$ cat src/rtl/trn_tx_arb_pkg.sv
// Shared types and constants for the TRN tx arbiter: FSM encoding, TRN beat payload and its idle value.
package trn_tx_arb_pkg;

    localparam int unsigned TD_W  = 64;
    localparam int unsigned REM_W = 8;

    localparam logic [REM_W-1:0] TREM_IDLE = 8'hFF;

    typedef enum logic [1:0] {
        ST_IDLE,
        ST_GRANT,
        ST_OWN
    } arb_state_e;

    typedef struct packed {
        logic [TD_W-1:0]  td;
        logic [REM_W-1:0] trem_n;
        logic             sof_n;
        logic             eof_n;
        logic             src_rdy_n;
    } trn_beat_t;

    localparam trn_beat_t TRN_IDLE = '{
        td:        '0,
        trem_n:    TREM_IDLE,
        sof_n:     1'b1,
        eof_n:     1'b1,
        src_rdy_n: 1'b1
    };

endpackage

$ cat src/rtl/trn_tx_arb_if.sv
// TRN tx sharing bus: per-source request/drive handshake and TRN fields in, granted TRN stream out.
interface trn_tx_arb_if
    import trn_tx_arb_pkg::*;
#(
    parameter int unsigned NREQ = 3
);
    logic [NREQ-1:0]       req;
    logic [NREQ-1:0]       drv_ep;
    logic [NREQ-1:0]       my_trn;
    logic [NREQ*TD_W-1:0]  src_td;
    logic [NREQ*REM_W-1:0] src_trem_n;
    logic [NREQ-1:0]       src_tsof_n;
    logic [NREQ-1:0]       src_teof_n;
    logic [NREQ-1:0]       src_tsrc_rdy_n;
    logic [TD_W-1:0]       trn_td;
    logic [REM_W-1:0]      trn_trem_n;
    logic                  trn_tsof_n;
    logic                  trn_teof_n;
    logic                  trn_tsrc_rdy_n;
    logic                  trn_tdst_rdy_n;
    logic                  in_pkt;

    // Arbiter side
    modport master (
        input  req, drv_ep, src_td, src_trem_n, src_tsof_n, src_teof_n, src_tsrc_rdy_n,
               trn_tdst_rdy_n,
        output my_trn, trn_td, trn_trem_n, trn_tsof_n, trn_teof_n, trn_tsrc_rdy_n, in_pkt
    );

    // Sources and core side
    modport slave (
        output req, drv_ep, src_td, src_trem_n, src_tsof_n, src_teof_n, src_tsrc_rdy_n,
               trn_tdst_rdy_n,
        input  my_trn, trn_td, trn_trem_n, trn_tsof_n, trn_teof_n, trn_tsrc_rdy_n, in_pkt
    );

endinterface

$ cat src/rtl/trn_tx_arb_rr_pick.sv
// Round-robin priority encoder: first asserted request at or after ptr, wrapping mod NREQ.
module trn_tx_arb_rr_pick #(
    parameter int unsigned NREQ  = 3,
    parameter int unsigned SEL_W = $clog2(NREQ)
) (
    input  logic [NREQ-1:0]  req,
    input  logic [SEL_W-1:0] ptr,
    output logic [SEL_W-1:0] sel_c,
    output logic             valid_c
);

    logic [SEL_W-1:0] idx;

    always_comb begin
        sel_c   = '0;
        valid_c = 1'b0;
        idx     = '0;
        for (int unsigned i = 0; i < NREQ; i++) begin
            idx = SEL_W'((32'(ptr) + i) % NREQ);
            if (!valid_c && req[idx]) begin
                sel_c   = idx;
                valid_c = 1'b1;
            end
        end
    end

endmodule

$ cat src/rtl/trn_tx_arb.sv
// Round-robin owner of the endpoint TRN tx interface: grants one source at a time,
// switches only between TLPs, reclaims unused grants after a timeout, muxes the owner onto the core.
module trn_tx_arb
    import trn_tx_arb_pkg::*;
#(
    parameter int unsigned NREQ  = 3,
    parameter int unsigned TMO_W = 4
) (
    input logic          clk,
    input logic          rst,
    trn_tx_arb_if.master bus
);

    localparam int unsigned      SEL_W   = $clog2(NREQ);
    localparam logic [TMO_W-1:0] TMO_MAX = '1;

    arb_state_e       state, state_n;
    logic [SEL_W-1:0] sel, sel_n;
    logic [SEL_W-1:0] ptr, ptr_n;
    logic [TMO_W-1:0] tmo, tmo_n;
    logic [NREQ-1:0]  my_trn, my_trn_n;
    logic             in_pkt, in_pkt_n;
    logic             rel_c;
    logic [SEL_W-1:0] pick_sel_c;
    logic             pick_valid_c;
    trn_beat_t        beat_c;
    logic             beat_acc_c;

    trn_tx_arb_rr_pick #(
        .NREQ  (NREQ),
        .SEL_W (SEL_W)
    ) u_rr_pick (
        .req     (bus.req),
        .ptr     (ptr),
        .sel_c   (pick_sel_c),
        .valid_c (pick_valid_c)
    );

    // Granted source straight onto the core; idle values whenever nobody holds the grant
    always_comb begin
        beat_c = TRN_IDLE;
        if (|my_trn) begin
            beat_c.td        = bus.src_td[TD_W*sel +: TD_W];
            beat_c.trem_n    = bus.src_trem_n[REM_W*sel +: REM_W];
            beat_c.sof_n     = bus.src_tsof_n[sel];
            beat_c.eof_n     = bus.src_teof_n[sel];
            beat_c.src_rdy_n = bus.src_tsrc_rdy_n[sel];
        end
    end

    assign beat_acc_c = !beat_c.src_rdy_n && !bus.trn_tdst_rdy_n;

    always_comb begin
        state_n  = state;
        sel_n    = sel;
        ptr_n    = ptr;
        tmo_n    = tmo;
        my_trn_n = my_trn;
        in_pkt_n = in_pkt;
        rel_c    = 1'b0;

        // EOF wins so a single-beat TLP never opens a packet
        if (beat_acc_c && !beat_c.eof_n) begin
            in_pkt_n = 1'b0;
        end else if (beat_acc_c && !beat_c.sof_n) begin
            in_pkt_n = 1'b1;
        end

        case (state)
            ST_IDLE: begin
                if (pick_valid_c) begin
                    sel_n    = pick_sel_c;
                    my_trn_n = NREQ'(1'b1) << pick_sel_c;
                    tmo_n    = '0;
                    state_n  = ST_GRANT;
                end
            end
            ST_GRANT: begin
                if (bus.drv_ep[sel]) begin
                    tmo_n   = '0;
                    state_n = ST_OWN;
                end else if (!bus.req[sel] || (tmo + 1'b1) == TMO_MAX) begin
                    rel_c = 1'b1;
                end else begin
                    tmo_n = tmo + 1'b1;
                end
            end
            ST_OWN: begin
                // A source dropping drv_ep mid-TLP keeps the grant until its EOF is accepted
                if (!bus.drv_ep[sel] && !in_pkt_n) begin
                    rel_c = 1'b1;
                end
            end
            default: state_n = ST_IDLE;
        endcase

        if (rel_c) begin
            my_trn_n = '0;
            ptr_n    = (sel == SEL_W'(NREQ - 1)) ? '0 : sel + 1'b1;
            tmo_n    = '0;
            state_n  = ST_IDLE;
        end
    end

    always_ff @(posedge clk or posedge rst) begin
        if (rst) begin
            state  <= ST_IDLE;
            sel    <= '0;
            ptr    <= '0;
            tmo    <= '0;
            my_trn <= '0;
            in_pkt <= 1'b0;
        end else begin
            state  <= state_n;
            sel    <= sel_n;
            ptr    <= ptr_n;
            tmo    <= tmo_n;
            my_trn <= my_trn_n;
            in_pkt <= in_pkt_n;
        end
    end

    assign bus.my_trn         = my_trn;
    assign bus.in_pkt         = in_pkt;
    assign bus.trn_td         = beat_c.td;
    assign bus.trn_trem_n     = beat_c.trem_n;
    assign bus.trn_tsof_n     = beat_c.sof_n;
    assign bus.trn_teof_n     = beat_c.eof_n;
    assign bus.trn_tsrc_rdy_n = beat_c.src_rdy_n;

endmodule

$ cat src/flat_wrapper.sv
// flat-port wrapper written by rule: the top's interface ports become plain ports
module trn_tx_arb_flat import trn_tx_arb_pkg::*;
#(
    parameter int unsigned NREQ  = 3,
    parameter int unsigned TMO_W = 4
)
  (clk, rst, bus_req, bus_drv_ep, bus_src_td, bus_src_trem_n, bus_src_tsof_n, bus_src_teof_n, bus_src_tsrc_rdy_n, bus_trn_tdst_rdy_n, bus_my_trn, bus_trn_td, bus_trn_trem_n, bus_trn_tsof_n, bus_trn_teof_n, bus_trn_tsrc_rdy_n, bus_in_pkt);
  trn_tx_arb_if #(.NREQ(NREQ)) bus_i ();
  input logic clk;
  input logic rst;
  input wire logic [$bits(bus_i.req)-1:0] bus_req;
  input wire logic [$bits(bus_i.drv_ep)-1:0] bus_drv_ep;
  input wire logic [$bits(bus_i.src_td)-1:0] bus_src_td;
  input wire logic [$bits(bus_i.src_trem_n)-1:0] bus_src_trem_n;
  input wire logic [$bits(bus_i.src_tsof_n)-1:0] bus_src_tsof_n;
  input wire logic [$bits(bus_i.src_teof_n)-1:0] bus_src_teof_n;
  input wire logic [$bits(bus_i.src_tsrc_rdy_n)-1:0] bus_src_tsrc_rdy_n;
  input wire logic [$bits(bus_i.trn_tdst_rdy_n)-1:0] bus_trn_tdst_rdy_n;
  output wire logic [$bits(bus_i.my_trn)-1:0] bus_my_trn;
  output wire logic [$bits(bus_i.trn_td)-1:0] bus_trn_td;
  output wire logic [$bits(bus_i.trn_trem_n)-1:0] bus_trn_trem_n;
  output wire logic [$bits(bus_i.trn_tsof_n)-1:0] bus_trn_tsof_n;
  output wire logic [$bits(bus_i.trn_teof_n)-1:0] bus_trn_teof_n;
  output wire logic [$bits(bus_i.trn_tsrc_rdy_n)-1:0] bus_trn_tsrc_rdy_n;
  output wire logic [$bits(bus_i.in_pkt)-1:0] bus_in_pkt;
  assign bus_i.req = bus_req;
  assign bus_i.drv_ep = bus_drv_ep;
  assign bus_i.src_td = bus_src_td;
  assign bus_i.src_trem_n = bus_src_trem_n;
  assign bus_i.src_tsof_n = bus_src_tsof_n;
  assign bus_i.src_teof_n = bus_src_teof_n;
  assign bus_i.src_tsrc_rdy_n = bus_src_tsrc_rdy_n;
  assign bus_i.trn_tdst_rdy_n = bus_trn_tdst_rdy_n;
  assign bus_my_trn = bus_i.my_trn;
  assign bus_trn_td = bus_i.trn_td;
  assign bus_trn_trem_n = bus_i.trn_trem_n;
  assign bus_trn_tsof_n = bus_i.trn_tsof_n;
  assign bus_trn_teof_n = bus_i.trn_teof_n;
  assign bus_trn_tsrc_rdy_n = bus_i.trn_tsrc_rdy_n;
  assign bus_in_pkt = bus_i.in_pkt;
  trn_tx_arb #(.NREQ(NREQ), .TMO_W(TMO_W)) u_core (.clk(clk), .rst(rst), .bus(bus_i));
endmodule
$ cat config.mk
export PLATFORM = sky130hd
export DESIGN_NAME = trn_tx_arb_flat
export DESIGN_NICKNAME = d
export VERILOG_FILES = /design/src/rtl/trn_tx_arb_pkg.sv /design/src/rtl/trn_tx_arb_if.sv /design/src/rtl/trn_tx_arb_rr_pick.sv /design/src/rtl/trn_tx_arb.sv /design/src/flat_wrapper.sv
export SDC_FILE = /design/constraint.sdc
export NUM_CORES = 1
export LEC_CHECK = 0
export ABC_AREA = 0
export CAP_MARGIN = 30
export CORE_AREA = 2 2 122 124
export CTS_CLUSTER_DIAMETER = 200
export DETAILED_ROUTE_END_ITERATION = 10
export DIE_AREA = 0 0 124 126
export PLACE_DENSITY = 0.71
export SKIP_CTS_REPAIR_TIMING = 1
export SLEW_MARGIN = 30
export SYNTH_ARGS = -nofsm -noshare
export SYNTH_HDL_FRONTEND = slang
export SYNTH_SLANG_ARGS = --single-unit
$ cat constraint.sdc
create_clock -name clk -period 2.9 [get_ports clk]
set_clock_uncertainty 0.1 [all_clocks]
set_input_delay 0.58 -clock clk [delete_from_list [all_inputs] [get_ports clk]]
set_output_delay 0.58 -clock clk [all_outputs]
set_load 0.005 [all_outputs]
# --- Word-level counts from Yosys, hierarchy flattened ---
# Cells that the tools add are included.
totals:
  memories: 0
  rom_bits: 0
  input_bits: 234
  latch_bits: 0
  reg_bits: 14
  ram_bits: 0
classes:
  n_mul: 0
  eq_ne: 8
  n_shift: 3
  muxes: 42
  n_reduce_logical: 25
  n_div: 3
  addsub: 4
  n_bitwise: 0
  n_lt_le_gt_ge: 4
ops:
  columns: ["operator", "count"]
  rows:
  - ["$shiftx 192x9->64", 1]
  - ["$mux 75", 1]
  - ["$mod 32x2->32 const B", 2]
  - ["$mod 2x2->32 const B", 1]
  - ["$shiftx 24x6->8", 1]
  - ["$bmux 1 s2", 8]
  - ["$mux 1", 16]
  - ["$mux 4", 4]
  - ["$mux 2", 7]
  - ["$lt 2x3->1 const B", 4]
  - ["$logic_not 1->1", 9]
  - ["$mux 3", 3]
  - ["$pmux 4 s2", 1]
  - ["$logic_and 1x1->1", 6]
  - ["$ne 3x1->1 const B", 2]
  - ["$pmux 2 s3", 1]
  - ["$reduce_and 3->1", 2]
  - ["$add 4x1->4 const B", 1]
  - ["$eq 2x2->1 const B", 2]
  - ["$eq 4x4->1 const B", 1]
  - ["$ne 4x2->1 const B", 1]
  - ["$reduce_and 2->1", 2]
  - ["$reduce_bool 2->1", 2]
  - ["$add 2x1->3 const B", 1]
  - ["other kinds (10)", 10]

# --- Longest topological paths before layout ---
logic_depth:
  depth_word: 14
  mapped_depth: 9

# --- Hierarchy ---
# A second synthesis with hierarchy kept.
hier_totals:
  hier_cells: 440
  hier_area_um2: 2889.0
by_module_without_submodules:
  columns: ["mod", "cells_per_inst", "area_per_inst_um2", "seq_area_each_um2", "n_inst"]
  rows:
  - ["trn_tx_arb", 414, 2688.8, 350.3, 1]
  - ["trn_tx_arb_rr_pick", 26, 200.2, 0.0, 1]

# --- Least setup slack after synthesis ---
# Ideal clock, no wire load.
synth_timing:
  kind: "reg2reg"
  start: "reg u_core.ptr[0]"
  end: "reg u_core.tmo[3]"
  n_path_buf: 1
  path_stages_with_launch: 10
  t_required_ns: 2.727
  setup_time_ns: 0.073
  arrival_ns: 2.262
  slack_ns: 0.465
  cell_sequence: "dfrtp_1 > inv_1 > ha_1 > mux2i_1 > o22ai_1 > nor4b_1 > or3_1 > buf_2 > or4_4 > a21oi_2"
synth_between:
  elab_chain_cells: 12
  word_cells_on_any_way: 20
  classes_between: "2 x add/sub; 3 x div; 1 x eq/ne; 9 x mux; 5 x reduce/logical"
synth_lines:
  columns: ["element", "line_no", "rtl"]
  rows:
  - ["start, declared", "trn_tx_arb.sv:19", "logic [SEL_W-1:0] ptr, ptr_n;"]
  - ["start signal, assigned", "trn_tx_arb.sv:116", "ptr <= ptr_n;"]
  - ["branches (longest 9 deep; another with $mod 32x2->32)", null, null]
  - ["$mux 1 (*)", "trn_tx_arb_rr_pick.sv:20", "if (!valid_c && req[idx]) begin"]
  - ["$ne 3x1->1 (no line) (*)", null, null]
  - ["$reduce_and 3->1 (no line) (*)", null, null]
  - ["end signal, assigned", "trn_tx_arb.sv:117", "tmo <= tmo_n;"]
  - ["end, declared", "trn_tx_arb.sv:20", "logic [TMO_W-1:0] tmo, tmo_n;"]
# Every way passes the cells marked *. The select of a mux whose other input is x is not followed.
# A chain may end at the register's enable or synchronous reset.

# --- Worst setup path in the final report ---
layout_timing:
  start: "reg u_core.sel[0]"
  end: "out bus_trn_trem_n[5]"
layout_between:
  elab_chain_cells: 2
layout_lines:
  columns: ["element", "line_no", "rtl"]
  rows:
  - ["start, declared", "trn_tx_arb.sv:18", "logic [SEL_W-1:0] sel, sel_n;"]
  - ["start signal, assigned", "trn_tx_arb.sv:115", "sel <= sel_n;"]
  - ["$shiftx 24x6->8", "trn_tx_arb.sv:44", "beat_c.trem_n = bus.src_trem_n[REM_W*sel +: REM_W];"]
  - ["$mux 75", "trn_tx_arb.sv:42", "if (|my_trn) begin"]
  - ["end, declared", "flat_wrapper.sv:21", "output wire logic [$bits(bus_i.trn_trem_n)-1:0] bus_trn_trem_n;"]
# Every way passes these cells.

==> reports/metrics.cfg <==
[outcome]
status = complete, no violations

[power_and_ir_drop]
internal-power_uw = 3230
p_switching_uw = 2460
ir_drop_mv = 0.443
power_frac_seq_pct = 7.1
swShare_pct = 43.2
power_density_mw_per_mm2 = 886
leakage_uw = 0.00269
comb_power_share_pct = 87.7
totalPowerFinal_uw = 5680
clkPwrFrac_pct = 5.2

[synth]
synth_top_family_by_area = multiplexers
ys_seq_area_share_pct = 12.3
yosys.area_share.simple_pct = 25.3
synth_edf_count = 0
synth.avg_cell_area_um2 = 6.49
synth_compound_area_share_pct = 23.3
synth_warnings = 0
mappedNetlistNets = 680
synth-xor-area-share_pct = 0
yosys.area_share.adder_pct = 3.52
synth-seq-cells = 14
ys_types = 40
synth_mux_area_share_pct = 28.9
synthesis.area_mm2 = 0.00284
ys.flop_type = dfrtp_1
ys_async_sr_fraction_pct = 100
synth_cells = 438

[placement]
hpwl_mm = 11.2
gp_congestion = 0.828
io_buffer_count = 312
pre_cts_ws_ps = 29.3

[timing]
finalHoldViolations = 0
slew_violations = 0
min_period_ps = 2860
fmax_mhz = 350
setup_viol = 0
tightestPinTransition_ps = 569
period_share_pct = 98.6
setup_slack_ps = 41.8
fin_tns_setup_ps = 0
slew_headroom_pct = 62.0
rsz0062_at_grt = true

[finish]
diodes = 0
drive_gt1_share_pct = 5.14
multi_input_area_mm2 = 0.00233
nFillCells = 1438
finish.utilization_pct = 44.8
seqCellArea_um2 = 355
syn_to_final_growth_pct = 126
nNetsFinal = 983

[clock_tree]
cts_tree = built
cts_root_buf = clkbuf_16
cts_sinks = 14
path_clk_slew_ps = 50
cts_buffers = 3
clk_path_buf_depth = 2
cts_max_level = 1
clk_latency_ps = 250

[setup_path]
path_class = flip-flop to output pin
cp-start-kind = flip-flop
worstReg2RegEnd = u_core.tmo[3]$_DFFE_PP0P_
r2r-start = u_core.ptr[0]$_DFFE_PP0N_
crit_fanout = 32
required_ps = 2220
rrSetupSlack_ps = 330
end_kind = output pin
reg2reg_depth = 8
crit_arrival_ps = 2180

[job]
drv_cap = 0

[floorplan]
rows = 44
io_pins = 313
die_w_um = 124
start_util_pct = 19.9
die_area_mm2 = 0.0156
coreArea_mm2 = 0.0143
die_h_um = 126

[grt]
gr-usage-all-layers_pct = 17.2
grt_pass1_wl_mm = 21.4
grt_overflow = 0
grt_pass1_vias = 4102
antenna_found_initial = 0
grt_max_degree = 46

[routing]
detail-route-antenna-nets = 0
vias = 4199
firstDrtPassIters = 4
routed_wirelength_mm = 14.0
drt-initial-drc-count = 117
wire_per_inst_um = 15.2
via_per_inst = 4.54
drc = 0

[hold_path]
min_to = u_core.state[1]$_DFFE_PP0P_
holdPathStages = 2
hold_class = flip-flop to flip-flop
min_from = u_core.state[1]$_DFFE_PP0P_

state kept, by name, indices dropped and copies added, names as in the netlist:
register	flops
u_core.bus.in_pkt	1
u_core.bus.my_trn	3
u_core.sel	2
u_core.ptr	2
u_core.tmo	4
u_core.state	2
routing by layer:
| layer | GRT usage [%] | vias up | share of wire [%] |
|---|---|---|---|
| met4 | 2.97 | 0 | 0.93 |
| met1 | 21.3 | 1893 | 42 |
| met5 | 0 | - | 0 |
| met2 | 31.2 | 167 | 50 |
| met3 | 2.90 | 11 | 7.5 |
| li1 | - | 2128 | - |
worst max path at each step:
stage          slack [ps]                        end                      start  cells after the start
4_1_cts                60             bus_trn_tsof_n  u_core.sel[1]$_DFFE_PP0P_                      5
6_report               40          bus_trn_trem_n[5]  u_core.sel[0]$_DFFE_PP0P_                      4
2_1_floorplan         470  u_core.tmo[3]$_DFFE_PP0P_  u_core.ptr[0]$_DFFE_PP0N_                      9
3_3_place_gp           80  u_core.tmo[3]$_DFFE_PP0P_                 bus_req[1]                      7
5_1_grt                -3             bus_trn_td[51]  u_core.sel[0]$_DFFE_PP0P_                      7
3_5_place_dp           30  u_core.tmo[3]$_DFFE_PP0P_                 bus_req[1]                      7
stage by stage:
| step | cells | hold WS (ps) | cell area [um2] |
|---|---|---|---|
| detailed placement | 919 | 451 | 6290 |
| global placement | 919 | 450 | 6290 |
| floorplan | 438 | 369 | 2840 |
| global route | 924 | 515 | 6420 |
| CTS | 923 | 465 | 6380 |
| finish | 924 | 455 | 6420 |
power groups by stage:
stage	clock (uW)	sequential (uW)	combinational, uW
5_1_grt	312	418	5470
6_report	298	401	4990
3_5_place_dp	0	392	4970
2_1_floorplan	0	328	2450
3_3_place_gp	0	391	4960
4_1_cts	303	390	5000
cell families after synthesis:
| logic type | count (synthesis) |
|---|---|
| AOI/OAI and AO/OA | 116 |
| DFF | 14 |
| adders and majority gates | 8 |
| muxes | 82 |
| buffers and inverters | 47 |
| and+or+nand+nor | 171 |
area by class of cell:
class                   count  share of cell area (%)
repair buffers            334                    52.6
multi-input cells         377                    36.2
flip-flops and latches     14                    5.54
well taps                 184                    3.59
clock buffers               4                    1.38
inverters                  11                   0.643
critical path: stages, from the launching register on:
cell	delay, ps
dfrtp_4	580
buf_12	220
mux2i_1	140
o21ai_0	360
clkdlybuf4s50_1	590
cells in the final DEF (no fill, tap or decap), types with 3 or more instances in the layout:
master / n
a21oi_1: 81
buf_12: 5
buf_4: 14
clkbuf_16: 4
clkdlybuf4s50_1: 312
dfrtp_1: 12
ha_1: 8
inv_1: 11
mux2i_1: 79
nand2_1: 7
nand3_1: 3
nor2_1: 138
nor2b_1: 4
nor3_1: 3
o21ai_0: 15
o31ai_1: 3
or3_1: 4
cells in the mapped netlist, drive strengths merged, types with 2 or more instances:
master	number	area, um2
a22oi	2	15.0
ha	8	100
dfrtp	14	350
a21oi	83	419
or4	2	18.8
o211ai	2	28.8
o31ai	3	22.5
nand3b	2	15.0
nand2	7	26.3
mux2	2	22.5
nor2b	5	31.3
or3	4	25.0
nor3	4	20.0
mux2i	80	801
clkbuf	30	113
nand3	3	15.0
nor2	138	518
and3b	2	17.5
buf	6	33.8
o21ai	16	80.1
o22ai	2	12.5
inv	11	41.3
(Power assumes the default switching activity.)
